**src/rtl/arb_rr_sched.sv**
```systemverilog
// Registered round-robin arbiter sharing one downstream req/ack channel among N requesters,
// with a static high-priority mask and hold-limit preemption of long-running owners.
module arb_rr_sched #(
  parameter int N        = 8,
  parameter int HOLD_MAX = 16,
  parameter int IW       = $clog2(N)
) (
  input  logic          clk,
  input  logic          rstn,
  input  logic [N-1:0]  req_i,
  input  logic [N-1:0]  hi,
  output logic [N-1:0]  ack_i,
  output logic          req_o,
  input  logic          ack_o,
  output logic          gnt_vld,
  output logic [IW-1:0] gnt_id
);

  localparam int HW = (HOLD_MAX < 2) ? 1 : $clog2(HOLD_MAX + 1);

  typedef enum logic {IDLE, GRANT} state_t;

  state_t        state;
  logic [IW-1:0] ptr;
  logic [HW-1:0] hold_cnt;

  logic [N-1:0]  cand;
  logic [N-1:0]  others;
  logic [IW-1:0] winner;
  logic          found;
  logic          release_now;
  logic [IW-1:0] ptr_next;

  always_comb begin
    cand   = ((req_i & hi) != '0) ? (req_i & hi) : req_i;
    winner = '0;
    found  = 1'b0;
    for (int unsigned i = 0; i < N; i++) begin
      int unsigned idx;
      idx = (int'(ptr) + i) % N;
      if (!found && cand[idx]) begin
        winner = IW'(idx);
        found  = 1'b1;
      end
    end
  end

  always_comb begin
    others         = req_i;
    others[gnt_id] = 1'b0;
    release_now    = !req_i[gnt_id] ||
                     ((HOLD_MAX != 0) && (int'(hold_cnt) == HOLD_MAX - 1) && (others != '0));
    ptr_next       = (gnt_id == IW'(N - 1)) ? '0 : gnt_id + IW'(1);
  end

  // Downstream handshake passes straight through to the current owner only.
  always_comb begin
    ack_i = '0;
    req_o = 1'b0;
    if (state == GRANT) begin
      req_o         = req_i[gnt_id];
      ack_i[gnt_id] = ack_o & req_i[gnt_id];
    end
  end

  always_ff @(posedge clk) begin
    if (!rstn) begin
      state    <= IDLE;
      ptr      <= '0;
      hold_cnt <= '0;
      gnt_id   <= '0;
      gnt_vld  <= 1'b0;
    end else begin
      case (state)
        IDLE: begin
          if (found) begin
            state    <= GRANT;
            gnt_id   <= winner;
            gnt_vld  <= 1'b1;
            hold_cnt <= '0;
          end
        end
        GRANT: begin
          if (release_now) begin
            state    <= IDLE;
            gnt_vld  <= 1'b0;
            ptr      <= ptr_next;
            hold_cnt <= '0;
          end else if (int'(hold_cnt) != HOLD_MAX) begin
            hold_cnt <= hold_cnt + HW'(1);
          end
        end
        default: state <= IDLE;
      endcase
    end
  end

endmodule

```
**config.mk**
```make
export PLATFORM = sky130hd
export DESIGN_NAME = arb_rr_sched
export DESIGN_NICKNAME = d
export VERILOG_FILES = /design/src/rtl/arb_rr_sched.sv
export SDC_FILE = /design/constraint.sdc
export NUM_CORES = 1
export LEC_CHECK = 0
export ABC_AREA = 1
export BUFFER_PORTS_ARGS = -buffer_cell sky130_fd_sc_hd__buf_4
export CORE_MARGIN = 8
export CORE_UTILIZATION = 44
export CTS_CLUSTER_SIZE = 40
export DETAILED_ROUTE_END_ITERATION = 8
export GPL_ROUTABILITY_DRIVEN = 0
export PLACE_DENSITY = 0.65
export SYNTH_ARGS = -nofsm -noshare
export SYNTH_HDL_FRONTEND = slang
export SYNTH_SLANG_ARGS = --single-unit
```
**constraint.sdc**
```tcl
create_clock -name clk -period 2.92 [get_ports clk]
set_input_delay 0.292 -clock clk [delete_from_list [all_inputs] [get_ports clk]]
set_output_delay 0.292 -clock clk [all_outputs]
set_load 0.005 [all_outputs]
```
==> Implementation_results.wiki, run 1 <==
{| class="wikitable"
! Metric !! Value
|-
| Final critical path time including I/O delays and setup || 2405 ps
|-
| NumNets Final || 362
|-
| Worst setup path category || reg2out
|-
| Proportion of netlist area held by the largest area contributor || 15.48%
|-
| Critical register-to-register path endpoint || hold_cnt[1]
|-
| Final number of setup-violating endpoints || 0
|-
| Worst vdd rail ir drop || 0.0004130 V
|-
| Fraction of final layout cells sized beyond drive strength 1 || 24.48%
|-
| Hold Slack || 356.7 ps
|-
| Hold Path Origin || rstn
|-
| Count of cells along the worst hold path || 3
|-
| Number of gates given a new drive strength after cts || 0
|-
| Slew Limit Headroom || 72.32%
|-
| Antenna cells || 0
|-
| Least-Margin Pin Slew || between 400 and 500 ps
|-
| Max-cap violations || 0
|-
| Quantity of I/O buffers inserted on ports || 31
|-
| Post-synth design cell area || about 1800 um2
|-
| Residual DRC || 0
|-
| Number of max-slew violations in the final report || 0
|-
| Gr ovfl total || 0
|-
| Critical path peak fanout || 10
|-
| Std cell rows || 23
|-
| Arrival time worst endpoint || around 2100 ps
|-
| Leakage dissipation || roughly 1.1 nW
|-
| Sum of routed wire segments on met1 || between 2000 and 2500 um
|-
| Worst R2R Setup Slack || 560 ps
|-
| Root Buffer || sky130_fd_sc_hd__clkbuf_8
|-
| Top cells by area in the synthesized netlist || sky130_fd_sc_hd__nand3_1, sky130_fd_sc_hd__nand2_1, sky130_fd_sc_hd__dfxtp_1, sky130_fd_sc_hd__nand3_2, sky130_fd_sc_hd__inv_1
|-
| Delay of the slowest cell on the worst path || between 500 and 600 ps
|-
| Number of antenna violations at the first check in global routing || 0
|-
| Startpoint of the most critical register-to-register path || ptr[0]
|-
| Proportion of register bits with asynchronous set or reset after synthesis || 0%
|-
| Number of global-route vias before repair || 2,068
|-
| Wire length of the first global-routing pass || a little over 9000 um
|-
| Vias after detailed routing || 2,054
|-
| Run status || completed
|-
| Worst Reg2Reg Path Length in Cells || 15
|-
| Min-Delay Path Class || in2reg
|-
| Estimated wirelength of the detail-placed design || 4311 um
|-
| Detailed-route vias per instance || 5.335
|-
| Synthesized Nets || 329
|-
| DRT Wirelength || 5096 um
|-
| PnR Total Power || 1.840 mW
|-
| Buffer count from post-CTS setup fixing || 0
|-
| Top layer reached by signal wires || met4
|-
| Router iterations before antenna repair || 5
|-
| Final sum of negative setup slack || 0 ps
|-
| Commonest non-fill, non-tap cells in the layout || sky130_fd_sc_hd__nand2_1, sky130_fd_sc_hd__nand3_1, sky130_fd_sc_hd__buf_4
|-
| Crit. End Element || primary output
|-
| Met2 wirelength from detailed routing || 2602 um
|-
| CTS tree || built
|-
| Met3 WL post-DR || 156 um
|-
| Chip Width || 80.15 um
|-
| Antenna violation net count after detailed routing || 0
|-
| Clock tree skew after final layout || 1.605 ps
|-
| Growth of design area from synthesis to finish || 18.31%
|-
| Average wire per cell in the routed design || 13.24 um
|-
| Prevailing post-synth register cell || sky130_fd_sc_hd__dfxtp_1
|-
| Areal power density over the cells || 859.0 nW/um2
|-
| Distinct cell type count of the synthesized netlist || 28
|-
| Starting DRT DRC Count || about 140
|-
| Clk sink count || 13
|-
| Endpoints failing hold || 0
|-
| Num CTS Buffers || 3
|-
| Clk slew on worst S/H paths || 50 ps
|-
| Sequential-to-total area share from yosys stat || between 10% and 20%
|-
| Pin count of the biggest net entering global routing || 12
|-
| GRT Util Overall || 16.97%
|-
| Critical path cell sequence || inv_2 > nand3_1 > o22ai_1 > a221oi_1 > a21oi_1 > nand2_1 > nor2_1 > buf_4
|-
| Warnings, synthesis || 0
|-
| Overall die height || between 80 and 90 um
|-
| Number of cells produced by synthesis || between 300 and 400
|-
| Dominant cell type by area after synthesis || sky130_fd_sc_hd__nand3_1
|-
| Fraction of the cycle the final worst path needs || ~80%
|-
| Clock insertion delay at the later pin of the skew report || 230 ps
|-
| I/O pin total || 32
|-
| Full die area || about 6400 um2
|-
| Hold-fix buffers, CTS || 0
|-
| RSZ-0062 raised after global routing || false
|-
| End point of the worst hold path || hold_cnt[1]
|-
| Initial core utilization || 45.59%
|-
| Syn Area/Cell || ~6.0 um2
|-
| Achievable frequency || 415.9 MHz
|-
| Slowest cell on the critical path || sky130_fd_sc_hd__dfxtp_1
|-
| Core region area || ~4000 um2
|-
| Nature of the critical path startpoint || flop
|-
| Number of buffers on the longest clock path || 2
|-
| Leading cell type in the layout, fill and taps excluded || sky130_fd_sc_hd__nand2_1
|-
| Data required, critical path || 2630 ps
|-
| Number of flops mapped to enable cells by yosys || 0
|-
| Synth Register Bits || 13
|-
| CTS H-Tree Depth || 1
|}
how the worst max path moves through the flow:
stage                         start           to  slack, ps  cells after the start
after global placement       ptr[0]  hold_cnt[4]        560                     15
after floorplan              ptr[0]  hold_cnt[0]        620                     17
after CTS                    ptr[0]  hold_cnt[1]        530                     15
after global routing      gnt_id[0]     ack_i[4]        310                      8
after detailed placement     ptr[0]  hold_cnt[1]        550                     15
final                     gnt_id[0]     ack_i[3]        520                      8
stage by stage:
step                      std cells  utilization [%]  worst slack (ps)  cell area (um2)
after floorplan                 303                -             618.1             1810
after global placement          381            52.80             562.1             2097
after detailed placement        381            52.80             548.1             2097
after CTS                       385            53.94             531.0             2142
after global routing            385            53.94             309.1             2142
final                           385            53.94             515.3             2142
metal layers:
metal | GRT usage (%) | up-vias
met5 | 0 | -
met3 | 1.563 | 6
met2 | 30.72 | 46
met1 | 20.91 | 938
met4 | 3.818 | 0
li1 | - | 1064
worst max-delay path, delay by kind of cell, from the launching register on:
| kind | cells | cell delay (ps) |
|---|---|---|
| buffers and inverters | 2 | 280 |
| AO/OA/AOI/OAI | 3 | 540 |
| AND/OR/NAND/NOR | 3 | 490 |
| flip-flops | 1 | 560 |
sequential cells by signal, summed over array words and instances, names as in the netlist:
name,count
gnt_id,3
gnt_vld,1
hold_cnt,5
ptr,3
state,1
where the power goes:
part / leakage, nW / switching, mW / internal, mW / total (mW)
Sequential: 0.106 / 0.0773 / 0.223 / 0.300
Combinational: 0.952 / 0.907 / 0.480 / 1.39
Clock: 0.0228 / 0.0565 / 0.0958 / 0.152
cells by family (layout without fill, tap and decap cells):
logic type,after synthesis,count (layout),synth area share (%)
xor+xnor,4,4,1.935
compound gates,25,25,7.810
fa+ha+maj,7,7,4.837
buf+inv,47,79,10.64
simple gates,207,207,60.40
flops,13,13,14.37
Yosys cell counts (all sizes together) (3+ instances only):
master / count
a21oi: 12
buf: 7
dfxtp: 13
ha: 7
inv: 39
nand2: 85
nand3: 74
nand4: 9
nor2: 33
nor3: 4
o21ai: 11
xor2: 3
area by class of cell:
type	instances	area (um2)
inverter	39	146.4
fill	425	1829
multi-input combinational	243	1358
timing repair buffer	36	270.3
tap	50	62.56
sequential	13	260.3
clock buffer	4	45.04
Power figures use the tool's default switching activity.
==> run 2: changes to the inputs <==
==> constraint.sdc (replaced) <==
create_clock -name clk -period 2.3 [get_ports clk]
set_input_delay 0.23 -clock clk [delete_from_list [all_inputs] [get_ports clk]]
set_output_delay 0.23 -clock clk [all_outputs]
set_load 0.005 [all_outputs]
==> Implementation_results.wiki, run 2 (synthesis results as in run 1) <==
{| class="wikitable"
! Metric !! Value
|-
| Number of buffers on the longest clock path || 2 (unchanged)
|-
| Wire length of the first global-routing pass || 8666 um (was 9121 um)
|-
| Startpoint of the most critical register-to-register path || ptr[0] (unchanged)
|-
| Slew Limit Headroom || 73.63% (was 72.32%)
|-
| Cell total after placement || 390 (was 381)
|-
| WP buf/inv || 4 (was 2)
|-
| Worst vdd rail ir drop || 0.0005349 V (was 0.0004130 V)
|-
| Most congested layer reported by global routing || met2 (unchanged)
|-
| Arrival time worst endpoint || 2290 ps (was 2110 ps)
|-
| Antenna violation net count after detailed routing || 0 (unchanged)
|-
| GRT Util Overall || 16.45% (was 16.97%)
|-
| PnR Total Power || 2.539 mW (was 1.840 mW)
|-
| Chip Width || 80.15 um (unchanged)
|-
| Cell with the most instances on the worst path || sky130_fd_sc_hd__inv_2
|-
| Final critical path time including I/O delays and setup || 2151 ps
|-
| Worst setup path category || reg2reg (was reg2out)
|-
| Hold Path Origin || rstn (unchanged)
|-
| Critical path cell sequence || inv_2 > ha_4 > clkinvlp_4 > nand3_2 > nand3_2 > nand2_2 > nand4_4 > nor2_4 > nand4_4 > inv_2 > nand2_4 > nand2_4 > inv_2 > nor2_1 > nor2_1 (was inv_2 > nand3_1 > o22ai_1 > a221oi_1 > a21oi_1 > nand2_1 > nor2_1 > buf_4)
|-
| Leakage dissipation || 1.165 nW (was 1.081 nW)
|-
| Router iterations before antenna repair || 4 (was 5)
|-
| Number of inserted filler cells in the final layout || 426 (was 425)
|-
| Detailed-route vias per instance || 5.176 (was 5.335)
|-
| Residual DRC || 0 (unchanged)
|-
| Fin worst setup slack || 148.6 ps (was 515.3 ps)
|-
| Delay of the slowest cell on the worst path || 360 ps (was 560 ps)
|-
| GR met3 Demand/Resource || 1.451% (was 1.563%)
|-
| Area after DPL || 2177 um2 (was 2097 um2)
|-
| Full die area || 6423 um2 (unchanged)
|-
| DRT Wirelength || 5275 um (was 5096 um)
|-
| Critical path peak fanout || 5 (was 10)
|-
| Number of max-slew violations in the final report || 0 (unchanged)
|-
| Fraction of the cycle the final worst path needs || 93.54%
|-
| Top flop regs || hold_cnt x5, gnt_id x3, ptr x3 (unchanged)
|-
| Met1 track utilization from global routing || 19.95% (was 20.91%)
|-
| Leading cell type in the layout, fill and taps excluded || sky130_fd_sc_hd__nand2_1 (unchanged)
|-
| Commonest non-fill, non-tap cells in the layout || sky130_fd_sc_hd__nand2_1, sky130_fd_sc_hd__buf_4, sky130_fd_sc_hd__nand3_1 (was sky130_fd_sc_hd__nand2_1, sky130_fd_sc_hd__nand3_1, sky130_fd_sc_hd__buf_4)
|-
| Gr ovfl total || 0 (unchanged)
|-
| Starting DRT DRC Count || 119 (was 139)
|-
| Average wire per cell in the routed design || 13.25 um (was 13.24 um)
|-
| Endpoints failing hold || 0 (unchanged)
|-
| Count of cells along the worst hold path || 3 (unchanged)
|-
| Num CTS Buffers || 3 (unchanged)
|-
| Pin count of the biggest net entering global routing || 11 (was 12)
|-
| Std cell rows || 23 (unchanged)
|-
| Root Buffer || sky130_fd_sc_hd__clkbuf_8 (unchanged)
|-
| Clock insertion delay at the later pin of the skew report || 240 ps (was 230 ps)
|-
| Number of global-route vias before repair || 1,909 (was 2,068)
|-
| Least-Margin Pin Slew || 392.7 ps (was 414.6 ps)
|-
| Core Util, Final || 58.19% (was 53.94%)
|-
| Areal power density over the cells || 1099 nW/um2 (was 859.0 nW/um2)
|-
| Clk sink count || 13 (unchanged)
|-
| Final number of setup-violating endpoints || 0 (unchanged)
|-
| CTS H-Tree Depth || 1 (unchanged)
|-
| CTS tree || built (unchanged)
|-
| Worst Reg2Reg Path Length in Cells || 15 (unchanged)
|-
| Growth of design area from synthesis to finish || 27.64% (was 18.31%)
|-
| Run status || completed (unchanged)
|-
| Max-cap violations || 0 (unchanged)
|-
| Achievable frequency || between 400 and 500 MHz
|-
| Nature of the critical path startpoint || flop (unchanged)
|-
| Total number of cells along the worst setup path || 15 (was 8)
|-
| Final sum of negative setup slack || 0 ps (unchanged)
|-
| Fraction of final layout cells sized beyond drive strength 1 || 31.90% (was 24.48%)
|-
| Estimated wirelength of the detail-placed design || 4417 um (was 4311 um)
|-
| M2 GR Usage || 30.07% (was 30.72%)
|-
| Min-Delay Path Class || in2reg (unchanged)
|-
| Category of cells accounting for the largest share of critical-path delay || simple AND/OR/NAND/NOR gates (was flip-flops)
|-
| Data required, critical path || 2430 ps (was 2630 ps)
|-
| Overall die height || 80.15 um (unchanged)
|-
| Crit. End Element || flop (was primary output)
|-
| Finished layout cell area || 2311 um2 (was 2142 um2)
|-
| Slowest cell on the critical path || sky130_fd_sc_hd__dfxtp_4 (was sky130_fd_sc_hd__dfxtp_1)
|-
| Largest register by flop count || hold_cnt (unchanged)
|-
| Initial core utilization || 45.59% (unchanged)
|-
| Number of antenna violations at the first check in global routing || 0 (unchanged)
|-
| Worst setup startpoint || ptr[0] (was gnt_id[0])
|-
| Post-Layout Cell Count || 398 (was 385)
|-
| Clk slew on worst S/H paths || 50 ps (about the same)
|-
| Vias after detailed routing || 2,060 (was 2,054)
|-
| Core region area || 3971 um2 (unchanged)
|-
| Hold Slack || 285.0 ps (was 356.7 ps)
|-
| Quantity of I/O buffers inserted on ports || 31 (unchanged)
|-
| Worst slack at placement || 66.09 ps (was 548.1 ps)
|-
| I/O pin total || 32 (unchanged)
|-
| Clock tree skew after final layout || 1.026 ps (was 1.605 ps)
|-
| NumNets Final || 375 (was 362)
|-
| Number of flip-flops in the largest register || 5 (unchanged)
|-
| Antenna cells || 0 (unchanged)
|}
[run 2: path summary, 6_finish.rpt]
| kind | slack, ps | endpoint |
|---|---|---|
| min reg2reg | 470 | hold_cnt[4] |
| max reg2reg | 150 | hold_cnt[1] |
| min | 290 | hold_cnt[1] |
| max | 150 | hold_cnt[1] |
[run 2: what timing repair did]
action                                  CTS  global route
hold buffers                              0             0
endpoints found under the setup margin    0            12
gates resized for setup                   0            17
endpoints found under the hold margin     0             0
buffers inserted                          0             4
[run 2: layout make-up]
cell class,count,area (um2),share of cell area (%)
Sequential cell,13,267.8,11.59
Inverter,39,150.1,6.497
Multi-Input combinational cell,243,1418,61.34
Tap cell,50,62.56,2.707
Timing Repair Buffer,49,367.9,15.92
Clock buffer,4,45.04,1.949
[run 2: where the power goes]
part | total, mW | leakage (nW) | switching (mW) | internal [mW]
sequential | 0.371 | 0.108 | 0.0839 | 0.288
combinational | 1.97 | 1.03 | 1.22 | 0.744
clock | 0.200 | 0.0228 | 0.0777 | 0.122
[run 2: metal layers]
| metal | share of wire, % | wire (um) |
|---|---|---|
| met1 | 43 | 2268 |
| met2 | 52 | 2765 |
| met3 | 2.8 | 149 |
| met4 | 1.7 | 92 |
| met5 | 0 | 0 |
[run 2: worst reg2reg max path, cell delays in order, from the launching register on]
cell and delay (ps):
sky130_fd_sc_hd__dfxtp_4 360, sky130_fd_sc_hd__inv_2 50, sky130_fd_sc_hd__ha_4 300, sky130_fd_sc_hd__clkinvlp_4 150, sky130_fd_sc_hd__nand3_2 130, sky130_fd_sc_hd__nand3_2 80
sky130_fd_sc_hd__nand2_2 110, sky130_fd_sc_hd__nand4_4 140, sky130_fd_sc_hd__nor2_4 190, sky130_fd_sc_hd__nand4_4 100, sky130_fd_sc_hd__inv_2 110, sky130_fd_sc_hd__nand2_4 70
sky130_fd_sc_hd__nand2_4 80, sky130_fd_sc_hd__inv_2 40, sky130_fd_sc_hd__nor2_1 90, sky130_fd_sc_hd__nor2_1 40
==> run 3: changes to the inputs <==
--- a/config.mk
+++ b/config.mk
@@ -5,14 +5,12 @@
 export SDC_FILE = /design/constraint.sdc
 export NUM_CORES = 1
 export LEC_CHECK = 0
-export ABC_AREA = 1
 export BUFFER_PORTS_ARGS = -buffer_cell sky130_fd_sc_hd__buf_4
 export CORE_MARGIN = 8
 export CORE_UTILIZATION = 44
 export CTS_CLUSTER_SIZE = 40
 export DETAILED_ROUTE_END_ITERATION = 8
 export GPL_ROUTABILITY_DRIVEN = 0
-export PLACE_DENSITY = 0.65
 export SYNTH_ARGS = -nofsm -noshare
 export SYNTH_HDL_FRONTEND = slang
 export SYNTH_SLANG_ARGS = --single-unit
==> Implementation_results.wiki, run 3 <==
{| class="wikitable"
! Metric !! Value
|-
| Number of flip-flops in the largest register || 5 (unchanged)
|-
| Areal power density over the cells || 1230 nW/um2 (was 1099 nW/um2)
|-
| Residual DRC || 0 (unchanged)
|-
| Proportion of register bits with asynchronous set or reset after synthesis || 0% (unchanged)
|-
| Most common cell in the synthesized netlist || sky130_fd_sc_hd__nand2_1 (unchanged)
|-
| Wire length of the first global-routing pass || 11,740 um (was 8666 um)
|-
| Fraction of final layout cells sized beyond drive strength 1 || 48.95% (was 31.90%)
|-
| RSZ-0062 raised after global routing || true
|-
| I/O pin total || 32 (unchanged)
|-
| Startpoint of the most critical register-to-register path || ptr[0] (unchanged)
|-
| Prevailing post-synth register cell || sky130_fd_sc_hd__dfxtp_1 (unchanged)
|-
| Final number of setup-violating endpoints || 10 (was 0)
|-
| Fin worst setup slack || -841.4 ps (was 148.6 ps)
|-
| Hold Path Origin || rstn (unchanged)
|-
| CTS H-Tree Depth || 1 (unchanged)
|-
| Warnings, synthesis || 0 (unchanged)
|-
| Data required, critical path || 2460 ps (was 2430 ps)
|-
| Overall die height || 83.75 um (was 80.15 um)
|-
| Top flop regs || hold_cnt x5, gnt_id x3, ptr x3 (unchanged)
|-
| Num CTS Buffers || 3 (unchanged)
|-
| Most used standard cells in the synthesized netlist || sky130_fd_sc_hd__nand2_1, sky130_fd_sc_hd__nor2_1, sky130_fd_sc_hd__inv_1 (was sky130_fd_sc_hd__nand2_1, sky130_fd_sc_hd__nand3_1, sky130_fd_sc_hd__inv_1)
|-
| Vias after detailed routing || 2,521 (was 2,060)
|-
| Arrival time worst endpoint || 3300 ps (was 2290 ps)
|-
| Clk slew on worst S/H paths || 60 ps (was 50 ps)
|-
| Crit. End Element || flop (unchanged)
|-
| Dominant cell type by area after synthesis || sky130_fd_sc_hd__dfxtp_1 (was sky130_fd_sc_hd__nand3_1)
|-
| Average wire per cell in the routed design || 16.41 um (was 13.25 um)
|-
| Sequential-to-total area share from yosys stat || 12.89% (was 14.37%)
|-
| Number of max-slew violations in the final report || 0 (unchanged)
|-
| Endpoints failing hold || 0 (unchanged)
|-
| Growth of design area from synthesis to finish || 58.05% (was 27.64%)
|-
| Number of buffers on the longest clock path || 2 (unchanged)
|-
| Chip Width || 83.75 um (was 80.15 um)
|-
| Worst vdd rail ir drop || 0.0008372 V (was 0.0005349 V)
|-
| Number of flops mapped to enable cells by yosys || 0 (unchanged)
|-
| Initial core utilization || 46.06% (was 45.59%)
|-
| Least-Margin Pin Slew || 544.0 ps (was 392.7 ps)
|-
| GRT Util Overall || 19.56% (was 16.45%)
|-
| Synthesized Nets || 291 (was 329)
|-
| Worst setup path category || reg2reg (unchanged)
|-
| Post-synth design cell area || 2019 um2 (was 1810 um2)
|-
| Starting DRT DRC Count || 135 (was 119)
|-
| DRT Wirelength || 7087 um (was 5275 um)
|-
| Largest register by flop count || hold_cnt (unchanged)
|-
| Pin count of the biggest net entering global routing || 19 (was 11)
|-
| Achievable frequency || 318.3 MHz (was 464.8 MHz)
|-
| Fraction of the cycle the final worst path needs || 136.6% (was 93.54%)
|-
| Proportion of netlist area held by the largest area contributor || 12.89% (was 15.48%)
|-
| Nature of the critical path startpoint || flop (unchanged)
|-
| Clock insertion delay at the later pin of the skew report || 240 ps (about the same)
|-
| Clock tree skew after final layout || 3.514 ps (was 1.026 ps)
|-
| Antenna cells || 0 (unchanged)
|-
| Min-Delay Path Class || in2reg (unchanged)
|-
| Number of antenna violations at the first check in global routing || 0 (unchanged)
|-
| Syn Area/Cell || 7.621 um2 (was 5.975 um2)
|-
| Violated checks || setup timing
|-
| Router iterations before antenna repair || 5 (was 4)
|-
| Synth Register Bits || 13 (unchanged)
|-
| CTS tree || built (unchanged)
|-
| Critical path peak fanout || 7 (was 5)
|-
| Max-cap violations || 0 (unchanged)
|-
| Slew Limit Headroom || 63.62% (was 73.63%)
|-
| Final sum of negative setup slack || -7596 ps (was 0 ps)
|-
| Gr ovfl total || 0 (unchanged)
|-
| NumNets Final || 407 (was 375)
|-
| Number of cells produced by synthesis || 265 (was 303)
|-
| Worst setup startpoint || ptr[0] (unchanged)
|-
| Number of inserted filler cells in the final layout || 368 (was 426)
|-
| Root Buffer || sky130_fd_sc_hd__clkbuf_8 (unchanged)
|-
| Top cells by area in the synthesized netlist || sky130_fd_sc_hd__dfxtp_1, sky130_fd_sc_hd__nand2_1, sky130_fd_sc_hd__mux4_2, sky130_fd_sc_hd__a41oi_2, sky130_fd_sc_hd__o32ai_1 (was sky130_fd_sc_hd__nand3_1, sky130_fd_sc_hd__nand2_1, sky130_fd_sc_hd__dfxtp_1, sky130_fd_sc_hd__nand3_2, sky130_fd_sc_hd__inv_1)
|-
| PnR Total Power || 3.925 mW (was 2.539 mW)
|-
| Final critical path time including I/O delays and setup || 3141 ps (was 2151 ps)
|-
| Leading cell type in the layout, fill and taps excluded || sky130_fd_sc_hd__buf_4 (was sky130_fd_sc_hd__nand2_1)
|-
| Antenna violation net count after detailed routing || 0 (unchanged)
|-
| Distinct cell type count of the synthesized netlist || 63 (was 28)
|-
| Clk sink count || 13 (unchanged)
|-
| Leakage dissipation || 1.362 nW (was 1.165 nW)
|-
| Detailed-route vias per instance || 5.836 (was 5.176)
|-
| Full die area || 7013 um2 (was 6423 um2)
|-
| Quantity of I/O buffers inserted on ports || 31 (unchanged)
|-
| Number of global-route vias before repair || 2,482 (was 1,909)
|-
| Commonest non-fill, non-tap cells in the layout || sky130_fd_sc_hd__buf_4, sky130_fd_sc_hd__nand2_1, sky130_fd_sc_hd__nor2_1 (was sky130_fd_sc_hd__nand2_1, sky130_fd_sc_hd__buf_4, sky130_fd_sc_hd__nand3_1)
|-
| Core region area || 4384 um2 (was 3971 um2)
|-
| Estimated wirelength of the detail-placed design || 5544 um (was 4417 um)
|-
| Std cell rows || 24 (was 23)
|-
| Run status || complete, but fails checks (was completed)
|}
run 3: cell types whose count changed in the layout (fill, tap and decap cells not counted), moves of 6 or more:
cell	delta
sky130_fd_sc_hd__buf_4	+70
sky130_fd_sc_hd__nand4_1	-7
sky130_fd_sc_hd__o221ai_1	+6
sky130_fd_sc_hd__nand3_1	-45
sky130_fd_sc_hd__mux2i_1	+7
sky130_fd_sc_hd__mux4_2	+6
sky130_fd_sc_hd__nand3_2	-23
sky130_fd_sc_hd__inv_1	-14
sky130_fd_sc_hd__nor3_1	+7
sky130_fd_sc_hd__a41oi_2	+8
sky130_fd_sc_hd__nand2_1	-39
sky130_fd_sc_hd__o32ai_1	+12
run 3: path summary, 6_finish.rpt:
check | to | cells past startpoint | slack (ps)
max | hold_cnt[2] | 11 | -840
min | gnt_id[2] | 3 | 280
min reg2reg | gnt_vld | 2 | 450
max reg2reg | hold_cnt[2] | 11 | -840
run 3: per-layer routing:
layer / part of all wire, % / up-vias / track usage (%)
met5: 0 / - / 0
met4: 1.1 / 0 / 5.651
met3: 4.4 / 8 / 2.148
met2: 49 / 69 / 32.70
met1: 45 / 1179 / 25.51
li1: - / 1265 / -
run 3: cell type report:
type,instances,area [um2],share of cell area (%)
Clock buffer,4,45.04,1.411
Inverter,21,87.58,2.744
Multi-Input combinational cell,218,1752,54.88
Sequential cell,13,266.5,8.350
Tap cell,52,65.06,2.038
Timing Repair Buffer,124,975.9,30.58
run 3: kinds of logic (layout without fill, tap and decap cells):
family,Yosys count,count (layout),synth area share [%]
adder cells (fa/ha/maj),7,7,4.337
AO/OA/AOI/OAI,86,86,37.24
flip-flops,13,13,12.89
multiplexers,15,15,11.28
AND/OR/NAND/NOR,105,105,25.65
buffers and inverters,34,149,6.443
XOR/XNOR,5,5,2.169
run 3: metrics by stage:
stage | worst slack (ps) | util [%] | cell area (um2) | cells | hold slack [ps]
floorplan | -1074 | - | 2117 | 265 | 365.5
global placement | -969.7 | 68.29 | 2994 | 421 | 436.7
detailed placement | -992.4 | 68.29 | 2994 | 421 | 440.4
CTS | -768.6 | 70.75 | 3102 | 428 | 266.4
global route | -968.5 | 72.80 | 3192 | 432 | 277.2
finish | -841.4 | 72.80 | 3192 | 432 | 276.1
run 3: critical path, cell delays in order, from the launching register on:
cell,delay (ps)
sky130_fd_sc_hd__dfxtp_4,360
sky130_fd_sc_hd__inv_6,30
sky130_fd_sc_hd__ha_4,280
sky130_fd_sc_hd__clkinvlp_4,190
sky130_fd_sc_hd__nand2_2,130
sky130_fd_sc_hd__o22ai_2,100
sky130_fd_sc_hd__mux4_2,520
sky130_fd_sc_hd__or4_4,450
sky130_fd_sc_hd__or3_4,370
sky130_fd_sc_hd__o21ai_4,270
sky130_fd_sc_hd__nand3_2,140
sky130_fd_sc_hd__a311oi_2,190
run 3: power breakdown:
part	switching, mW	internal, mW
clock network	0.0816	0.122
registers	0.0688	0.297
logic	1.60	1.75
run 3: what timing repair did:
| action | CTS | global route |
|---|---|---|
| resized for setup | 11 | 13 |
| setup endpoints to repair | 18 | 19 |
| setup buffers | 3 | 5 |
| hold buffers | 0 | 0 |
| pin swaps | 9 | 3 |
